### config.mk
export PLATFORM = sky130hd
export DESIGN_NAME = regfile_write_scheduler
export DESIGN_NICKNAME = d
export VERILOG_FILES = /design/src/rtl/regfile_write_scheduler.sv
export SDC_FILE = /design/constraint.sdc
export NUM_CORES = 1
export LEC_CHECK = 0
export ABC_AREA = 1
export CAP_MARGIN = 20
export CORE_ASPECT_RATIO = 0.9
export CORE_UTILIZATION = 32
export CTS_BUF_LIST = sky130_fd_sc_hd__clkbuf_8 sky130_fd_sc_hd__clkbuf_16
export CTS_CLUSTER_SIZE = 14
export DETAILED_ROUTE_END_ITERATION = 10
export PLACE_DENSITY = 0.95
export SLEW_MARGIN = 40
export SYNTH_ARGS = -nofsm -noshare
export SYNTH_HDL_FRONTEND = slang
export SYNTH_SLANG_ARGS = --single-unit
### constraint.sdc
create_clock -name Clock -period 2.25 [get_ports Clock]
set_input_delay 0.225 -clock Clock [delete_from_list [all_inputs] [get_ports Clock]]
set_output_delay 0.225 -clock Clock [all_outputs]
set_load 0.05 [all_outputs]
### src/rtl/regfile_write_scheduler.sv
// Purpose : owns port A of the 64x16 register file; round-robin arbitration of two writers, zero-fill after reset/Clear.
// Latency : zero added cycles -- the register file is written on the same edge where Gnt0/Gnt1 is high.
// Backpr. : requesters hold Req/Addr/Data until granted; no grants while Busy (fill), a loser waits at most 1 cycle.
//
// Ports:
//   Clock, Reset (sync, active-high), Clear (pulse, restarts fill)
//   Req0/Addr0/Data0 -> Gnt0 : ALU writeback requester
//   Req1/Addr1/Data1 -> Gnt1 : load-unit requester
//   ReadAddrA                : read address passed to port A when no write occurs
//   RfAddressA/RfWriteData/RfWriteEnable : register file port A
//   Busy                     : zero-fill in progress
module regfile_write_scheduler #(
  parameter int DATA_W   = 16,
  parameter int ADDR_W   = 6,
  parameter int NUM_REGS = 64
) (
  input  logic              Clock,
  input  logic              Reset,
  input  logic              Clear,
  input  logic              Req0,
  input  logic [ADDR_W-1:0] Addr0,
  input  logic [DATA_W-1:0] Data0,
  output logic              Gnt0,
  input  logic              Req1,
  input  logic [ADDR_W-1:0] Addr1,
  input  logic [DATA_W-1:0] Data1,
  output logic              Gnt1,
  input  logic [ADDR_W-1:0] ReadAddrA,
  output logic [ADDR_W-1:0] RfAddressA,
  output logic [DATA_W-1:0] RfWriteData,
  output logic              RfWriteEnable,
  output logic              Busy
);

  typedef enum logic {
    CLEARING = 1'b0,
    RUN      = 1'b1
  } state_t;

  localparam logic [ADDR_W:0] LAST_IDX = (ADDR_W+1)'(NUM_REGS - 1);
  localparam logic [ADDR_W:0] CNT_ONE  = (ADDR_W+1)'(1);

  state_t          state_q, state_d;
  logic [ADDR_W:0] clr_cnt_q, clr_cnt_d;
  logic            last_gnt_q, last_gnt_d;

  always_ff @(posedge Clock) begin
    if (Reset) begin
      state_q    <= CLEARING;
      clr_cnt_q  <= '0;
      last_gnt_q <= 1'b1;
    end else begin
      state_q    <= state_d;
      clr_cnt_q  <= clr_cnt_d;
      last_gnt_q <= last_gnt_d;
    end
  end

  always_comb begin
    state_d       = state_q;
    clr_cnt_d     = clr_cnt_q;
    last_gnt_d    = last_gnt_q;
    Gnt0          = 1'b0;
    Gnt1          = 1'b0;
    RfWriteEnable = 1'b0;
    RfAddressA    = ReadAddrA;
    RfWriteData   = '0;
    Busy          = 1'b0;

    unique case (state_q)
      CLEARING: begin
        RfWriteEnable = 1'b1;
        RfAddressA    = clr_cnt_q[ADDR_W-1:0];
        Busy          = 1'b1;
        if (Clear) begin
          clr_cnt_d = '0;
        end else begin
          clr_cnt_d = clr_cnt_q + CNT_ONE;
          if (clr_cnt_q == LAST_IDX) state_d = RUN;
        end
      end

      RUN: begin
        // Requester 1 wins when alone, or when both ask and 0 went last.
        Gnt1 = Req1 && (!Req0 || !last_gnt_q);
        Gnt0 = Req0 && !Gnt1;
        if (Gnt0) begin
          RfWriteEnable = 1'b1;
          RfAddressA    = Addr0;
          RfWriteData   = Data0;
          last_gnt_d    = 1'b0;
        end else if (Gnt1) begin
          RfWriteEnable = 1'b1;
          RfAddressA    = Addr1;
          RfWriteData   = Data1;
          last_gnt_d    = 1'b1;
        end
        // The grant above still lands this cycle; the fill starts next cycle.
        if (Clear) begin
          state_d   = CLEARING;
          clr_cnt_d = '0;
        end
      end

      default: begin
        state_d = CLEARING;
      end
    endcase
  end

endmodule

# [Yosys cells after proc, flatten, opt, wreduce, memory -nomap -nowiden]
# Index checks and enable logic that the tools add are counted.
[word_totals] output_inout_bits=26 word_cells=36 in_bits=55 regBits=9
[op_classes] bitwise=1 reduce_logical=8 add_sub_neg=1 mux=21 eq_ne=2
[op_table] operator="$mux 16" count=3
[op_table] operator="$mux 7" count=2
[op_table] operator="$pmux 7 s2" count=1
[op_table] operator="$mux 6" count=2
[op_table] operator="$pmux 6 s2" count=1
[op_table] operator="$mux 1" count=10
[op_table] operator="$add 7x1->7 const B" count=1
[op_table] operator="$eq 7x6->1 const B" count=1
[op_table] operator="$pmux 1 s2" count=2
[op_table] operator="$logic_not 1->1" count=3
[op_table] operator="$logic_and 1x1->1" count=2
[op_table] operator="$ne 2x2->1 const B" count=1
[op_table] operator="$reduce_and 2->1" count=1
[op_table] operator="$reduce_bool 2->1" count=1
[op_table] operator="$logic_or 1x1->1" count=1
[op_table] operator="$not 1->1" count=1

# [Longest topological paths before layout]
# Gate-level depths: netlist (run 1).
[depth] depth_word=7 ltp_mapped=7 depth_no_buf=6

# [Worst setup path after synthesis (run 1)]
# OpenSTA, ideal clock, no wires.
[synth_timing] path_type="register to output" from="reg state_q" to="out RfWriteData[10]" t_arrival_ps=1499 path_buffers=1 required_ps=2025 path_slack_ps=526 stages_incl_launch_ff=6 path_cell_list="dfxtp_1 inv_2 nor2_2 buf_2 nand2_1 nand2_1"
[synth_between] elab_chain_len=1
[synth_rtl] element="start, declared" line="43" rtl="state_t state_q, state_d;"
[synth_rtl] element="start signal, assigned" line="53" rtl="state_q <= state_d;"
[synth_rtl] element="$mux 16" line="70" rtl="unique case (state_q)"
[synth_rtl] element="end, declared" line="30" rtl="output logic [DATA_W-1:0] RfWriteData,"
# No other way between the ends.

# [Worst setup path in the final report (run 1)]
[layout_timing] from="in Req0" to="out RfWriteData[13]"
[layout_between] elab_chain_len=7
[layout_rtl] element="start, declared" line="20" rtl="input logic Req0,"
[layout_rtl] element="$logic_not 1->1" line="85" rtl="Gnt1 = Req1 && (!Req0 || !last_gnt_q);"
[layout_rtl] element="$logic_or 1x1->1" line="85"
[layout_rtl] element="$logic_and 1x1->1" line="85"
[layout_rtl] element="$logic_not 1->1" line="86" rtl="Gnt0 = Req0 && !Gnt1;"
[layout_rtl] element="$logic_and 1x1->1" line="86"
[layout_rtl] element="$mux 16 *" line="87" rtl="if (Gnt0) begin"
[layout_rtl] element="$mux 16 *" line="70"
# Every way passes the cells marked *; elsewhere a longest branch is shown, timed or not.

==> run_results.csv, run 1 <==
group,metric,value,unit
power_and_ir_drop,power_density,246,nW/um2
floorplanning,io_pins,81,
floorplanning,die_area,2760,um2
worst_setup_path,critPathLaunchType,"input port",
layout,mostFrequentLayoutCells,"nand2_1, clkdlybuf4s50_1, buf_12",
yosys,post_synth_xor_area_fraction,0,
floorplanning,start_util,0.357,
sta,finalSetupTns,0,ns
yosys,ys_seq_area_frac,0.221,
yosys,yosysUniqueCellTypes,18,
yosys,synth_compound_area_frac,0.0752,
worst_setup_path,reg2reg_setup_slack,1.06,ns
worst_setup_path,crit_chain,"clkdlybuf4s50_1, nand2_1, nand2_2, nand2_2, nor2_4, buf_4, nand2_1, nand2_1, buf_12",
yosys,syn_nets,212,
yosys,yosysWarnings,0,
yosys,synthTopCellsByArea,"nand2_1, dfxtp_1, nor2_1, nand3_1, a21oi_1",
sta,hold_violations,0,
floorplanning,die_x,55.2,um
floorplanning,num_rows,16,
power_and_ir_drop,internal_power,374,uW
drt,drc,0,
power_and_ir_drop,p_clk_frac,0.377,
cts,postCtsSetupBuffers,0,
drt,viasPerCell,4.80,
sta,worstMarginPinSlew,0.492,ns
yosys,synthMuxAreaShare,0,
place,io_buffers,80,
worst_setup_path,cp_slowest_cell,"clkdlybuf4s50_1",
worst_hold_path,hp-class,"flop to flop",
drt,drtIter0Drc,37,
layout,nNetsFinal,296,
cts,cts_made_buffers,3,
worst_setup_path,cpMostUsedCell,"nand2_1",
power_and_ir_drop,power_frac_seq,0.346,
cts,clock-root-buffer,"clkbuf_8",
sta,fmax,497,MHz
layout,layout_commonest_cell,"nand2_1",
yosys,synth_cells,156,
cts,cts-resized-gates,0,
power_and_ir_drop,net-switching-power,99.4,uW
drt,ant_nets,0,
yosys,ys_seq_elements,9,
cts,clk_pin_slew,0.05,ns
place,dp_slack,0.256,ns
cts,cts_tree,"built",
yosys,synthSimpleGateAreaFrac,0.594,
worst_setup_path,cp_top_family,"buffers and inverters",
sta,fin_crit,2.01,ns
global_route,overflow,0,
sta,fin_crit_sh,0.894,
global_route,grt_use_total,0.257,
drt,firstDrtPassIters,4,
layout,drive_gt1_frac,0.155,
outcome,status,"completed",
flow_run,drv_cap,0,
yosys,syn_avg_cell_area,5.23,um2
worst_setup_path,crit_path_end_kind,"primary output",
sta,worst_slack,0.239,ns
yosys,synth_top_family_by_area,"simple AND/OR/NAND/NOR gates",
yosys,syn-cell-area,816,um2
cts,clock_path_buffers,2,
place,dpl.cell_count,262,
global_route,first_global_vias,1239,
sta,finClkSkew,0.00509,ns
drt,routedWlPerCell,13.3,um
worst_setup_path,crit_buf_inv,3,
drt,wl,3.55,mm
power_and_ir_drop,p_leak,0.000846,uW
layout,area_delta_synth_final,136,%
drt,vias,1278,
floorplanning,core,2280,um2
floorplanning,die_h,49.9,um
layout,antennaDiodeCount,0,
global_route,grt_start_max_net_pins,21,
worst_setup_path,crit_required,2.03,ns
sta,relSlewSlack,0.671,
cts,h-tree-depth,1,
place,routabilityCongestion,0.911,
worst_setup_path,critPathKind,"input port to primary output",
yosys,synth_fa_ha_area_frac,0.0153,
layout,fin_util,0.843,
sta,setup_viol,0,
worst_setup_path,slowest_delay,0.51,ns
power_and_ir_drop,power_frac_comb,0.278,
place,dp_hpwl,2.93,mm
yosys,synth_top_area_frac,0.373,
power_and_ir_drop,ir_worst_vdd,571,uV
sta,slew_viol_final,0,
global_route,grt_first_pass_wirelength,5.61,mm
sta,rsz0062_at_grt,"false",
worst_setup_path,cp.arrival,1.79,ns
cts,cts_hold_buf,0,
global_route,grt_antenna_before_repair,0,
power_and_ir_drop,switching_share,0.210,
worst_setup_path,crit_fanout,20,
cts,clock_latency,0.23,ns
layout,instances_no_fill,266,
yosys,yosysTopAreaCell,"nand2_1",
cts,cts_sinks,9,
-- cell usage after synthesis --
cell	instances
a21oi_1	8
a31oi_1	1
buf_2	2
buf_4	1
buf_6	2
dfxtp_1	9
ha_1	1
inv_1	9
inv_2	1
nand2_1	81
nand2_2	2
nand3_1	11
nand3b_1	1
nor2_1	18
nor2_2	1
nor2_4	1
nor3_1	4
o21ai_0	3
-- power by group through the flow --
stage | sequential (uW) | clock, uW | combinational [uW]
after global routing | 164 | 188 | 139
after detailed placement | 166 | 0 | 129
after global placement | 166 | 0 | 128
after floorplan | 166 | 0 | 21.4
final | 164 | 178 | 131
after CTS | 164 | 180 | 130
-- through the flow --
step	hold slack [ns]	cell area [um2]	power [uW]
floorplan	0.294	816	187
global placement	0.478	1880	294
detailed placement	0.484	1880	295
CTS	0.491	1920	474
global route	0.532	1920	492
finish	0.492	1920	473
-- cell type report --
type	count	area (um2)
flip-flops and latches	9	180
fillers	114	359
well taps	27	33.8
repair buffers	84	1070
clock buffers	3	41.3
multi-input cells	132	558
inverters	10	37.5
clock inverters	1	3.75
-- flip-flops by register name (all words and copies together) (netlist names) --
register and count:
state_q 1, last_gnt_q 1, clr_cnt_q 7
-- logic make-up after synthesis --
| group | count (synthesis) |
|---|---|
| simple gates | 119 |
| flops | 9 |
| buf+inv | 15 |
| fa+ha+maj | 1 |
| compound gates | 12 |
-- worst min-delay path, cell delays in order, from the launching register on --
cell	delay (ns)
dfxtp_1	0.33
nand2_1	0.06
a21oi_1	0.05
-- metal layers --
| layer | global-route usage | wire length (um) |
|---|---|---|
| met1 | 0.286 | 1410 |
| met2 | 0.486 | 1780 |
| met3 | 0.0551 | 258 |
| met4 | 0.0792 | 100 |
| met5 | 0 | 0 |
-- path summary, 6_finish.rpt --
path,start,depth (start not counted),to
worst max-delay path,Req0,9,RfWriteData[13]
worst min-delay path,clr_cnt_q[0],2,clr_cnt_q[0]
worst max register to register,clr_cnt_q[1],6,clr_cnt_q[6]
worst min register to register,clr_cnt_q[0],2,clr_cnt_q[0]
(Power assumes the default switching activity.)
==> run 2: changes to the inputs <==
--- a/config.mk
+++ b/config.mk
@@ -6,6 +6,7 @@
 export NUM_CORES = 1
 export LEC_CHECK = 0
 export ABC_AREA = 1
+export ABC_CLOCK_PERIOD_IN_PS = 2250
 export CAP_MARGIN = 20
 export CORE_ASPECT_RATIO = 0.9
 export CORE_UTILIZATION = 32
==> results of run 2 <==
No change in the layout: final DEF, timing and power equal those of run 1.
